<file path="config.mk">
export PLATFORM = sky130hd
export DESIGN_NAME = sc_rr_scheduler
export DESIGN_NICKNAME = d
export VERILOG_FILES = /design/src/rtl/sc_rr_scheduler_pkg.sv /design/src/rtl/Simple_Circuit.sv /design/src/rtl/sc_rr_pick.sv /design/src/rtl/sc_rr_scheduler.sv
export SDC_FILE = /design/constraint.sdc
export NUM_CORES = 1
export LEC_CHECK = 0
export BUFFER_PORTS_ARGS = -buffer_cell sky130_fd_sc_hd__buf_4
export CAP_MARGIN = 20
export CORE_AREA = 2 2 49 51
export CTS_BUF_LIST = sky130_fd_sc_hd__clkbuf_2 sky130_fd_sc_hd__clkbuf_4 sky130_fd_sc_hd__clkbuf_8
export DETAILED_ROUTE_END_ITERATION = 8
export DIE_AREA = 0 0 51 53
export PLACE_DENSITY = 0.87
export SETUP_SLACK_MARGIN = 0.5
export SKIP_CTS_REPAIR_TIMING = 1
export SYNTH_ARGS = -nofsm -noshare
export SYNTH_HDL_FRONTEND = slang
export SYNTH_SLANG_ARGS = --single-unit
</file>
<file path="constraint.sdc">
create_clock -name clk -period 2.7 [get_ports clk]
set_clock_uncertainty 0.15 [all_clocks]
set_input_delay 0.54 -clock clk [delete_from_list [all_inputs] [get_ports clk]]
set_output_delay 0.54 -clock clk [all_outputs]
set_load 0.005 [all_outputs]
</file>
<file path="src/rtl/sc_rr_scheduler_pkg.sv">
// Shared types and defaults for the round-robin evaluator scheduler.
package sc_rr_scheduler_pkg;

    localparam int SC_N_REQ_DEF = 4;
    localparam int SC_ID_W_DEF  = 2;

    typedef enum logic {
        SC_IDLE = 1'b0,
        SC_EVAL = 1'b1
    } sc_state_e;

endpackage

</file>
<file path="src/rtl/Simple_Circuit.sv">
// Gate-level evaluator shared by all requesters.
module Simple_Circuit (
    input  logic A,
    input  logic B,
    input  logic C,
    output logic D,
    output logic E
);

    assign D = (A & B) | ~C;
    assign E = ~C;

endmodule

</file>
<file path="src/rtl/sc_rr_pick.sv">
// Rotate-priority picker: first asserted request at or after ptr wins.
module sc_rr_pick #(
    parameter int N_REQ = 4,
    parameter int ID_W  = 2
) (
    input  logic [N_REQ-1:0] req,
    input  logic [ID_W-1:0]  ptr,
    output logic             any,
    output logic [ID_W-1:0]  sel
);

    logic [2*N_REQ-1:0] w_dbl;
    logic [N_REQ-1:0]   w_rot;
    logic [ID_W-1:0]    w_off;
    logic [ID_W:0]      w_sum;

    assign w_dbl = {req, req} >> ptr;
    assign w_rot = w_dbl[N_REQ-1:0];

    // Descending scan so the smallest rotated offset is the last write.
    always_comb begin
        any   = 1'b0;
        w_off = '0;
        for (int i = N_REQ - 1; i >= 0; i--) begin
            if (w_rot[i]) begin
                any   = 1'b1;
                w_off = ID_W'(i);
            end
        end
    end

    always_comb begin
        w_sum = {1'b0, ptr} + {1'b0, w_off};
        if (w_sum >= (ID_W+1)'(N_REQ))
            w_sum = w_sum - (ID_W+1)'(N_REQ);
        sel = w_sum[ID_W-1:0];
    end

endmodule

</file>
<file path="src/rtl/sc_rr_scheduler.sv">
// Round-robin scheduler sharing one Simple_Circuit among N_REQ requesters.
module sc_rr_scheduler
    import sc_rr_scheduler_pkg::*;
#(
    parameter int N_REQ = SC_N_REQ_DEF,
    parameter int ID_W  = SC_ID_W_DEF
) (
    input  logic             clk,
    input  logic             rst_n,
    input  logic             en,
    input  logic [N_REQ-1:0] req,
    input  logic [N_REQ-1:0] a_in,
    input  logic [N_REQ-1:0] b_in,
    input  logic [N_REQ-1:0] c_in,
    output logic [N_REQ-1:0] gnt,
    output logic             busy,
    output logic             valid,
    output logic             d_out,
    output logic             e_out,
    output logic [ID_W-1:0]  id_out
);

    sc_state_e        r_state;
    sc_state_e        w_state_nxt;
    logic [ID_W-1:0]  r_ptr;
    logic [ID_W-1:0]  r_id;
    logic [ID_W-1:0]  r_id_out;
    logic [N_REQ-1:0] r_gnt;
    logic             r_a, r_b, r_c;
    logic             r_valid, r_d, r_e;

    logic             w_any;
    logic [ID_W-1:0]  w_sel;
    logic [ID_W-1:0]  w_ptr_nxt;
    logic             w_arb;
    logic             w_d, w_e;

    sc_rr_pick #(
        .N_REQ (N_REQ),
        .ID_W  (ID_W)
    ) u_pick (
        .req (req),
        .ptr (r_ptr),
        .any (w_any),
        .sel (w_sel)
    );

    Simple_Circuit u_eval (
        .A (r_a),
        .B (r_b),
        .C (r_c),
        .D (w_d),
        .E (w_e)
    );

    always_ff @(posedge clk or negedge rst_n) begin
        if (!rst_n)
            r_state <= SC_IDLE;
        else
            r_state <= w_state_nxt;
    end

    always_comb begin
        w_state_nxt = r_state;
        w_arb       = 1'b0;
        unique case (r_state)
            SC_IDLE: begin
                if (en && w_any) begin
                    w_arb       = 1'b1;
                    w_state_nxt = SC_EVAL;
                end
            end
            SC_EVAL: w_state_nxt = SC_IDLE;
        endcase
    end

    assign w_ptr_nxt = (w_sel == ID_W'(N_REQ - 1)) ? '0 : w_sel + ID_W'(1);

    always_ff @(posedge clk or negedge rst_n) begin
        if (!rst_n) begin
            r_ptr    <= '0;
            r_id     <= '0;
            r_gnt    <= '0;
            r_a      <= 1'b0;
            r_b      <= 1'b0;
            r_c      <= 1'b0;
            r_valid  <= 1'b0;
            r_d      <= 1'b0;
            r_e      <= 1'b0;
            r_id_out <= '0;
        end else begin
            r_valid <= (r_state == SC_EVAL);
            r_gnt   <= w_arb ? (N_REQ'(1) << w_sel) : '0;
            if (w_arb) begin
                r_ptr <= w_ptr_nxt;
                r_id  <= w_sel;
                r_a   <= a_in[w_sel];
                r_b   <= b_in[w_sel];
                r_c   <= c_in[w_sel];
            end
            // Results hold between evaluations.
            if (r_state == SC_EVAL) begin
                r_d      <= w_d;
                r_e      <= w_e;
                r_id_out <= r_id;
            end
        end
    end

    assign gnt    = r_gnt;
    assign busy   = (r_state == SC_EVAL);
    assign valid  = r_valid;
    assign d_out  = r_d;
    assign e_out  = r_e;
    assign id_out = r_id_out;

endmodule

</file>
# Word level (Yosys, flattened, before mapping)
# Index checks and enable logic that the tools add are counted.
# op_classes
mux	20
bitwise	4
eq_ne	1
magnitude_cmp	2
n_reduce_logical	1
addsub	3
shifts	2
# op_table
op	n
2-bit 2-to-1 mux	6
1-bit 2-to-1 mux	9
8-bit by 2-bit >> shifter with 4-bit output	1
1-bit binary-select mux with 2-bit select	3
4-bit 2-to-1 mux	1
1-bit by 2-bit << shifter with 4-bit output, first input constant	1
2-bit by 2-bit adder with 3-bit output	1
3-bit >= comparator, second input constant	1
2-bit by 3-bit < comparator with 1-bit output, second input constant	1
2-bit by 1-bit adder with 2-bit output, second input constant	1
2-bit equality test, second input constant	1
1-bit inverter	2
1-bit one-hot mux with 2 select lines	1
2-bit by 1-bit subtractor with 2-bit output, second input constant	1
1-bit AND	1
1-bit logical AND	1
1-bit bitwise OR	1
# word_totals
word_cells	44
input_bits	19
regBits	17
out_inout_bits	10

# Logic depth before layout (Yosys ltp)
# depth
word_depth	10
depth_mapped	11
ltp_nobuf	10

# Modules after synthesis
# Synthesis repeated with hierarchy kept, for this count alone.
# hier_totals
cells_unflattened	70
area_unflattened_um2	939.7
# by_module_without_submodules
mod	n_inst	cells_each	seq_area_each_um2	area_each_um2
sc_rr_scheduler	1	45	425.4	745.7
sc_rr_pick	1	23	0.0	180.2
Simple_Circuit	1	2	0.0	13.8

# Worst setup path before layout
# OpenSTA, ideal clock, no wires.
# synth_path
kind	register to register
startpoint	register r_ptr[0]
endpoint	register r_a
arrival_ns	2.477
setup_slack_ns	-0.051
required_time_ns	2.426
setup_time_ns	0.124
stages_incl_launch_ff	12
n_path_buf	2
period_less_slack_ns	2.751
cell_sequence	dfrtp_1 buf_6 nor2b_1 a221o_1 o21ai_0 o221ai_1 ha_1 buf_1 mux2_2 nand3_1 mux2i_1 a211o_1
# synth_via
elab_chain_len	10
elab_cells_between_ends	18
classes_between	add/sub: 2; order compare: 1; shift: 1; mux: 13; reduce/logical: 1
# synth_lines
item	line	source
from (decl)	sc_rr_scheduler.sv:25	logic [ID_W-1:0] r_ptr;
from (signal assigned)	sc_rr_scheduler.sv:95	r_ptr <= w_ptr_nxt;
8-bit by 2-bit >> shifter with 4-bit output	sc_rr_pick.sv:17	assign w_dbl = {req, req} >> ptr;
2-bit 2-to-1 mux (4 in a row)	sc_rr_pick.sv:25	if (w_rot[i]) begin
2-bit by 2-bit adder with 3-bit output *	sc_rr_pick.sv:33	w_sum = {1'b0, ptr} + {1'b0, w_off};
3-bit >= comparator or 2-bit by 1-bit subtractor with 2-bit output (tied branches)	sc_rr_pick.sv:34, sc_rr_pick.sv:35	
2-bit 2-to-1 mux *	sc_rr_pick.sv:34	if (w_sum >= (ID_W+1)'(N_REQ))
named net u_pick.sel[0]	sc_rr_pick.sv:9	output logic [ID_W-1:0] sel
1-bit binary-select mux with 2-bit select *	sc_rr_scheduler.sv:97	r_a <= a_in[w_sel];
1-bit 2-to-1 mux (not written as such) *	sc_rr_scheduler.sv:97	
to (signal assigned)	sc_rr_scheduler.sv:97	
to (decl)	sc_rr_scheduler.sv:29	logic r_a, r_b, r_c;
# Mark *: on every way through the listed nets, which the timed path passes. The rest lies on a longest branch. The select of a mux whose other input is x is not followed.
# A chain may end at the register's enable or synchronous reset.

# Worst setup path in the final report
# layout_path
startpoint	register r_ptr[0]
endpoint	register r_b
# layout_via
elab_chain_len	10
elab_cells_between_ends	18
classes_between	add/sub: 2; order compare: 1; shift: 1; mux: 13; reduce/logical: 1
# layout_lines
item	line	source
8-bit by 2-bit >> shifter with 4-bit output	sc_rr_pick.sv:17	
2-bit 2-to-1 mux (4 in a row)	sc_rr_pick.sv:25	
2-bit by 2-bit adder with 3-bit output *	sc_rr_pick.sv:33	
3-bit >= comparator or 2-bit by 1-bit subtractor with 2-bit output (tied branches)	sc_rr_pick.sv:34, sc_rr_pick.sv:35	
2-bit 2-to-1 mux *	sc_rr_pick.sv:34	
named net u_pick.sel[0]	sc_rr_pick.sv:9	
1-bit binary-select mux with 2-bit select *	sc_rr_scheduler.sv:98	r_b <= b_in[w_sel];
1-bit 2-to-1 mux (not written as such) *	sc_rr_scheduler.sv:98	
to (signal assigned)	sc_rr_scheduler.sv:98	
to (decl)	sc_rr_scheduler.sv:29	
# Marks and branches as above.

==> summary.md <==
| Metric | Value |
|---|---|
| Synth unique cells | `33` |
| Mean routed wirelength per cell | `13.8 um` |
| Number of setup violations in the final report | `0` |
| Final period util | `90.5%` |
| Inserted Clock Buffers | `3` |
| Fraction of layout instances using a drive strength above 1 | `52.9%` |
| Drt via density | `5.38` |
| Sequential share of the synthesized area | `42.4%` |
| Top Metal Used | `met4` |
| Root Buffer | `clkbuf_4` |
| Number of global-route vias before repair | `900` |
| Critical path required time | `2.72 ns` |
| Initial DRC count | `14` |
| Post-Syn Area | `1000 um^2` |
| Met1 WL | `937 um` |
| Die span in x | `51 um` |
| Min Tclk post-route | `2.44 ns` |
| Slowest stage cell on the critical path | `dfrtp_1` |
| Inserted Diodes | `0` |
| Initial antenna violation count | `0` |
| Drt drc | `0` |
| Met2 wire length | `1.23 mm` |
| Met3 WL | `90 um` |
| Relative slew slack | `75.5%` |
| Max Root-Sink Buffers | `2` |
| GPL Wtd Cong | `0.833` |
| # placed instances | `159` |
| CP Cell Sequence | `nor2b_4 > a221o_1 > o21ai_2 > o221ai_2 > ha_4 > mux2_4 > nand3_2 > mux2i_1 > a211o_1` |
| Final Hold Viols | `0` |
| H-tree depth | `1` |
| GRT Overall Usage | `18.6%` |
| DR pass1 iterations | `4` |
| Gr ovfl total | `0` |
| Clock Pin Slew Worst Setup and Hold Paths | `0.09 ns` |
| Syn_nets | `117` |
| Max-cap check violation count | `0` |
| Core Area | `2150 um^2` |
| Routed wire length | `2.29 mm` |
| CTS tree | `built` |
| Crit-path max cell delay | `0.44 ns` |
| Nets@finish | `160` |
| Crit Path Category | `reg2reg` |
| Post-Synthesis Cells | `96` |
| Yosys reg bits | `17` |
| PwrDens | `1090 nW/um^2` |
| Max Fclk | `409 MHz` |
| Starting density of the core | `46.7%` |
| Leakage | `0.703 nW` |
| IO buf count | `28` |
| Clk sinks | `17` |
| Status | `finished, final reports clean` |
| Vias | `893` |
| Cell Area, Placed | `1380 um^2` |
| Post-DP HPWL | `1.72 mm` |
| Final instance area | `1490 um^2` |
| Top Ports | `29` |
| Number of synthesis warnings | `0` |
| CP Data Arrival Time | `2.46 ns` |
| Die height | `53 um` |
| Yosys top cell by area | `dfrtp_1` |
| DIE AREA | `2700 um^2` |
| First-pass GRT wire length | `3.73 mm` |
| Antenna-violating nets left | `0` |
| Synthesized area per cell | `10.4 um^2` |
| Critical path peak fanout | `7` |
| Worst skew pair latency | `0.28 ns` |
| Area contributors post-synth | `dfrtp_1 (42%), mux2_2 (9.0%), mux2i_1 (8.0%)` |
| CP endpoint kind | `flop` |
| Slew @ Worst Pin | `0.367 ns` |
| Std cell rows | `17` |
| RSZ-0062 raised after global routing | `true` |
| Slew Viols, Final | `0` |
| Area growth from synthesis to layout | `48.3%` |
| Post-route insts no fill | `166` |
| VDD IR max | `881 uV` |
| Share of the synthesized area in the top cell type | `42.4%` |
| Worst min path class | `reg2reg` |
| Largest net degree at the start of global routing | `19` |
| Element type at the critical path start | `flop` |
==> critical path: cells and delay by family, from the launching register on <==
| kind | cells | cell delay [ns] |
|---|---|---|
| AOI/OAI and AO/OA | 4 | 0.77 |
| DFF | 1 | 0.44 |
| and+or+nand+nor | 2 | 0.21 |
| adders and majority gates | 1 | 0.36 |
| muxes | 2 | 0.41 |
==> layout make-up <==
cell class / instances / area, um^2
Inverter: 3 / 11.3
Clock buffer: 4 / 30.0
Multi-Input combinational cell: 72 / 667
Timing Repair Buffer: 42 / 318
Fill cell: 159 / 662
Tap cell: 28 / 35.0
Sequential cell: 17 / 425
==> cells by family (layout without fill, tap and decap cells) <==
family | after synthesis | after routing | share of synthesized area [%]
buffers and inverters | 7 | 49 | 3.62
adder cells (fa/ha/maj) | 2 | 2 | 2.50
AND/OR/NAND/NOR | 34 | 34 | 16.2
AO/OA/AOI/OAI | 16 | 16 | 13.4
flip-flops | 17 | 17 | 42.4
XOR/XNOR | 3 | 3 | 3.37
multiplexers | 17 | 17 | 18.5
==> final timing paths <==
path,start,slack (ns),depth (start not counted),end
max reg2reg,r_ptr[0],0.26,9,r_b
min reg2reg,r_id[0],0.33,2,r_id[0]
min in group asynchronous,rst_n,0.51,2,r_id[0]
max,r_ptr[0],0.26,9,r_b
min,r_id[0],0.33,2,r_id[0]
max in group asynchronous,rst_n,1.72,2,r_a
==> placed cells by master (no fill, tap or decap), types with 2 or more instances in the layout <==
cell      instances
a211o_1           4
buf_4            41
clkbuf_4          4
dfrtp_1          17
inv_1             2
mux2_2            2
mux2_4            7
mux2i_1           8
nand2_1           8
nand2b_1          4
nand3_1           6
nand3_2           6
nor2_1            6
==> metrics by stage <==
stage	worst slack, ns	util (%)	power, mW	setup TNS (ns)	hold WS (ns)
after floorplan	0.182	-	1.11	0	0.0944
after global placement	-0.0219	64.4	1.32	-0.0414	0.258
after detailed placement	-0.0765	64.4	1.36	-0.210	0.258
after CTS	0.0752	65.8	1.50	0	-0.0559
after global routing	0.163	69.2	1.76	0	0.371
final	0.257	69.2	1.62	0	0.331
==> synthesized netlist by cell type (all sizes together) <==
cell type   n
a211o       4
o22ai       2
nor3        1
nor2        6
a2bb2oi     1
mux2        9
o221ai      1
ha          2
mux2i       8
xor2        1
inv         3
dfrtp      17
a31oi       1
o31ai       1
nor3b       1
and2        1
buf         4
a221o       1
o22a        1
nand2b      4
a21o        1
o21ai       3
xnor2       2
nand3      12
nor2b       1
nand2       8
==> per-layer routing <==
layer / vias to the layer above / track usage [%]
li1: 433 / -
met1: 429 / 20.5
met3: 4 / 2.82
met5: - / 0
met4: 0 / 8.11
met2: 27 / 35.3
==> registers in the layout (all words and copies together), names as in the netlist <==
signal and flops:
busy 1, d_out 1, e_out 1, gnt 4, id_out 2, r_a 1, r_b 1, r_c 1
r_id 2, r_ptr 2, valid 1
==> where the power goes <==
part / total [mW] / internal (mW) / switching (mW)
Combinational: 1.06 / 0.581 / 0.476
Sequential: 0.425 / 0.359 / 0.0660
Clock: 0.138 / 0.0673 / 0.0702
Total: 1.62 / 1.01 / 0.612
(Power assumes the default switching activity.)
